--- src/rtl/jt7759_romcache.sv ---
// Two-line, 4-byte-per-line read cache between the ADPCM player ROM port
// and a 32-bit memory port, with optional next-line prefetch.
module jt7759_romcache #(
  parameter bit PREFETCH = 1'b1
) (
  input  logic        clk,
  input  logic        rstn,
  input  logic        flush,
  input  logic        rom_cs,
  input  logic [16:0] rom_addr,
  output logic [7:0]  rom_data,
  output logic        rom_ok,
  output logic        mem_cs,
  output logic [14:0] mem_addr,
  input  logic [31:0] mem_data,
  input  logic        mem_ok
);

  typedef enum logic [1:0] {
    IDLE,
    FILL,
    PREF
  } state_t;

  state_t      st, st_nx;
  logic [1:0]  valid;
  logic [14:0] tag  [2];
  logic [31:0] data [2];
  logic        lru, victim;
  logic        ok_reg, discard, filled;
  logic [16:0] last_addr;

  logic [14:0] line_a, nxt;
  logic [1:0]  match;
  logic        hit, hidx, cur, miss;
  logic        nxt_in, done, pref_go;
  logic [31:0] hline;
  logic [7:0]  hbyte;

  always_comb begin
    line_a   = rom_addr[16:2];
    match[0] = valid[0] & (tag[0] == line_a);
    match[1] = valid[1] & (tag[1] == line_a);
    hit      = rom_cs & (|match);
    miss     = rom_cs & ~hit;
    hidx     = match[1];
    // most recently used line, counting a hit in this very cycle
    cur      = hit ? hidx : lru;
    nxt      = tag[cur] + 15'd1;
    nxt_in   = (valid[0] & (tag[0] == nxt)) |
               (valid[1] & (tag[1] == nxt));
    hline    = data[hidx];
    hbyte    = hline[{rom_addr[1:0], 3'b000} +: 8];
    done     = (st != IDLE) & mem_ok;
  end

  always_comb begin
    st_nx   = st;
    pref_go = 1'b0;
    unique case (st)
      IDLE: begin
        if (miss) begin
          st_nx = FILL;
        end else if (PREFETCH && !flush && !nxt_in
                     && (hit || filled)) begin
          st_nx   = PREF;
          pref_go = 1'b1;
        end
      end
      FILL, PREF: begin
        if (mem_ok) st_nx = IDLE;
      end
      default: st_nx = IDLE;
    endcase
  end

  assign rom_ok = ok_reg & rom_cs & (rom_addr == last_addr);

  always_ff @(posedge clk or negedge rstn) begin
    if (!rstn) begin
      st        <= IDLE;
      valid     <= 2'b00;
      tag[0]    <= '0;
      tag[1]    <= '0;
      data[0]   <= '0;
      data[1]   <= '0;
      lru       <= 1'b0;
      victim    <= 1'b0;
      ok_reg    <= 1'b0;
      discard   <= 1'b0;
      filled    <= 1'b0;
      last_addr <= '0;
      rom_data  <= '0;
      mem_cs    <= 1'b0;
      mem_addr  <= '0;
    end else begin
      st        <= st_nx;
      ok_reg    <= hit & ~flush;
      last_addr <= rom_addr;
      filled    <= 1'b0;
      if (hit) begin
        rom_data <= hbyte;
        lru      <= hidx;
      end
      if (st == IDLE && st_nx != IDLE) begin
        mem_cs   <= 1'b1;
        mem_addr <= pref_go ? nxt : line_a;
        victim   <= ~cur;
        discard  <= 1'b0;
      end else if (flush && st != IDLE) begin
        discard <= 1'b1;
      end
      if (flush) valid <= 2'b00;
      // an in-flight line fetched before a flush lands invalid
      if (done) begin
        mem_cs        <= 1'b0;
        data[victim]  <= mem_data;
        tag[victim]   <= mem_addr;
        valid[victim] <= ~(discard | flush);
        if (st == FILL) begin
          lru    <= victim;
          filled <= ~(discard | flush);
        end
      end
    end
  end

endmodule

--- config.mk ---
export PLATFORM = sky130hd
export DESIGN_NAME = jt7759_romcache
export DESIGN_NICKNAME = d
export VERILOG_FILES = /design/src/rtl/jt7759_romcache.sv
export SDC_FILE = /design/constraint.sdc
export NUM_CORES = 1
export LEC_CHECK = 0
export BUFFER_PORTS_ARGS = -buffer_cell sky130_fd_sc_hd__buf_2
export CELL_PAD_IN_SITES_DETAIL_PLACEMENT = 0
export CELL_PAD_IN_SITES_GLOBAL_PLACEMENT = 1
export CORE_MARGIN = 2
export CORE_UTILIZATION = 35
export DETAILED_ROUTE_END_ITERATION = 8
export GPL_ROUTABILITY_DRIVEN = 1
export HOLD_SLACK_MARGIN = 0.03
export PLACE_DENSITY = 0.64
export SYNTH_ARGS = -nofsm -noshare
export SYNTH_HDL_FRONTEND = slang
export SYNTH_SLANG_ARGS = --single-unit
--- constraint.sdc ---
create_clock -name clk -period 6.64 [get_ports clk]
set_input_delay 0.664 -clock clk [delete_from_list [all_inputs] [get_ports clk]]
set_output_delay 0.664 -clock clk [all_outputs]
set_load 0.05 [all_outputs]
==> results.md <==
• **post-synthesis cell area** 8369 sq um
• **cell occurring most often along the worst timing path** sky130_fd_sc_hd__or4_1
• **drc violations** 0
• **Critical path buffers and inverters** 0
• **Setup Slack @ Placement** 0.1825 ns
• **max reg flops** 64
• **final clock period utilization by the worst path** 93.90%
• **die height** 158.6 microns
• **net count after synthesis** 805
• **sort of element at the end of the critical path** register
• **worst min-delay path category** in2async
• **family with the most delay on the worst path** compound AO/OA/AOI/OAI gates
• **crit-path max FO** 12
• **routed vias/inst** 5.466
• **starting density of the core** 35.66%
• **R2R setup slack** 0.40 ns
• **critical path class** reg2reg
• **final setup violation count** 0
• **register with the most flip-flops** data
• **smallest setup slack after layout** 0.4049 ns
• **power density of the placed cells** 502.7 nW/um^2
• **H-Tree Level Count** 4
• **core footprint** 23470 sq um
• **Tot GR Track Use** 20.90%
• **Max stage delay cell, worst path** sky130_fd_sc_hd__a211o_1
• **global-route congestion overflow total** 0
• **sum of negative setup slack** 0 ns
• **Worst Reg2Reg Path Length in Cells** 15
• **Cell Chain, Critical Path** xnor2_1 > nand2_1 > or4_1 > or4_1 > o211ai_4 > ha_1 > o21ai_1 > nor3_2 > xnor3_1 > a2111oi_0 > nand4_2 > a2111oi_4 > o221ai_2 > a211o_1 > o221a_1
• **drt pass-1 iters** 5
• **number of placement rows** 56
• **final count of hold timing violations** 0
• **area grow syn2layout** 16.80%
• **initial drt markers** 411
• **clock period minus final worst setup slack** 6.235 ns
• **hold-fix buffers at CTS** 0
• **Lkg Pwr** 4.058 nW
• **utilization after layout** 41.65%
• **Num CTS Buffers** 17
• **max-slew violation total from the final report** 0
• **RSZ-0062 raised after global routing** no
• **Syn Inst Count** 747
• **Post-Route WL** 25150 microns
• **quantity of gates resized following cts** 0
• **element type at the critical path start** register
• **most frequent standard cell in the layout excluding fill and tap cells** sky130_fd_sc_hd__dfrtp_1
• **Routed wire per std cell** 21.91 microns
• **clock slew at the register clock pins of the worst setup and hold paths** 0.07 ns
• **worst slew slack as a fraction of its limit** 25.68%
• **total of flip-flops plus latches after synthesis** 144
• **fraction of registers with async set or reset after synthesis** 100.0%
• **data arrival time of the critical path** 6.55 ns
• **final antenna-violating net count** 0
• **clock latency on the worst-skew pair** 0.44 ns
• **GPL Wtd Cong** 0.9244
• **Fin Clk Skew** 0.01184 ns
• **number of input and output port buffers inserted** 78
• **antenna violations before repair** 0
• **Critical Path Max Stage Delay** 0.58 ns
• **highest-count cells in the layout ignoring fill and taps** sky130_fd_sc_hd__dfrtp_1 (144), sky130_fd_sc_hd__mux2_2 (93), sky130_fd_sc_hd__buf_2 (77), sky130_fd_sc_hd__nand2_1 (55), sky130_fd_sc_hd__xnor2_1 (43)
• **transition at the pin with the smallest max-transition slack** 1.107 ns
• **TritonCTS Sinks** 144
• **yosys synthesis warning count** 0
• **number of enable-type register cells in the synthesized netlist** 0
• **share of final-layout standard cells stronger than drive strength 1** 31.48%
• **width of the die** 158.6 microns
• **mean post-synth cell area** 11.20 sq um
• **endpoint of the worst-slack reg-to-reg timing path** mem_addr[13]
• **vias in the first global route** 6376
• **Max Clock Freq** 160.4 MHz
• **deepest clock path buffer count** 2
• **number of distinct library cells after synthesis** 75
• **worst hold slack** 0.2904 ns
• **registers with the most flip-flops** data x64, tag x30, last_addr x17
• **sum of net half-perimeters after detailed placement** 18140 microns
• **total of max-cap violations** 0
• **total setup buffers inserted after CTS** 0
• **Seq/Total Area, Yosys** 43.06%
• **Most used DFF post-synth** sky130_fd_sc_hd__dfrtp_1
• **clock tree from TritonCTS** built
• **number of ports placed on the die boundary** 79
• **number of nets in the layout** 874
• **pin count of the biggest net entering global routing** 94
• **worst supply voltage drop on vdd** 0.0002173 V
• **via count** 6275
• **buffer cell driving the clock tree root** sky130_fd_sc_hd__clkbuf_16
• **wire length of the first global-routing pass** 38590 microns
• **number of inserted diodes** 0
• **run status** finished, final reports clean
• **worst flop-to-flop path startpoint** tag[17]
• **worst path required time** 6.95 ns
• **die footprint** 25170 sq um
## layer usage
metal,vias up,GRT usage (%),wire length (microns)
li1,2895,-,-
met1,3148,28.08,11520
met2,191,33.68,11710
met3,41,4.001,1205
met4,0,7.465,712
met5,-,0,0
## Yosys cell counts (all sizes together) (5+ instances only)
| library cell | number | area, sq um |
|---|---|---|
| a2111oi | 13 | 151.4 |
| a211oi | 9 | 67.56 |
| a21oi | 15 | 78.83 |
| a311oi | 8 | 70.07 |
| and2 | 5 | 31.28 |
| and3 | 8 | 50.05 |
| buf | 27 | 143.9 |
| clkbuf | 27 | 101.4 |
| dfrtp | 144 | 3603 |
| inv | 19 | 71.32 |
| mux2 | 96 | 1085 |
| mux2i | 26 | 260.3 |
| mux4 | 16 | 360.4 |
| nand2 | 57 | 216.5 |
| nand3 | 16 | 80.08 |
| nand4 | 16 | 106.4 |
| nor2 | 31 | 116.4 |
| nor2b | 7 | 43.79 |
| nor3 | 11 | 60.06 |
| nor4 | 13 | 81.33 |
| o211ai | 5 | 70.06 |
| o21ai | 21 | 105.1 |
| o221a | 13 | 146.4 |
| xnor2 | 43 | 376.6 |
| xor2 | 40 | 350.3 |
## layout make-up
cell class              count  area, sq um
fillers                  2295        13700
clock inverters            15        192.7
multi-input cells         530         4467
well taps                 319        399.1
clock buffers              17        425.4
flip-flops and latches    144         3603
inverters                  19        71.32
repair buffers            104        616.8
## where the power goes
part           leakage (nW)  total [mW]  switching, mW  internal [mW]
Combinational          2.02        2.27           1.27           1.00
Clock                 0.307        1.02          0.444          0.576
Sequential             1.73        1.63          0.382           1.24
Total                  4.06        4.91           2.09           2.82
## worst max path at each step
stage                  from            to  slack, ns  cells after the start
6_report            tag[17]  mem_addr[13]       0.40                     15
5_1_grt             tag[17]   mem_addr[1]       0.06                     15
4_1_cts             tag[17]  mem_addr[13]       0.47                     15
3_5_place_dp    rom_addr[4]   mem_addr[5]       0.18                     16
3_3_place_gp    rom_addr[4]   mem_addr[4]       0.21                     16
2_1_floorplan  rom_addr[14]   mem_addr[1]       0.32                     23
## cell families after synthesis
| kind of cell | after synthesis | share of synthesized area (%) |
|---|---|---|
| AOI/OAI and AO/OA | 116 | 11.66 |
| xor gates and xnor gates | 84 | 8.955 |
| adders and majority gates | 4 | 0.5980 |
| buffers and inverters | 73 | 3.782 |
| DFF | 144 | 43.06 |
| muxes | 138 | 20.38 |
| and+or+nand+nor | 188 | 11.57 |
## metrics by stage
stage                     power [mW]  cells  instance area, sq um
after floorplan                3.223    747                  8369
after global placement         3.885   1116                  9158
after detailed placement       3.904   1116                  9158
after CTS                      4.941   1148                  9776
after global routing           5.200   1148                  9776
final                          4.915   1148                  9776
## worst register-to-register path: cells and delay by family, from the launching register on
family                   cells  cell delay, ns
flip-flops                   1            0.50
adder cells (fa/ha/maj)      1            0.28
AND/OR/NAND/NOR              5            1.84
XOR/XNOR                     2            0.68
AO/OA/AOI/OAI                7            2.82
(Power assumes the default switching activity.)
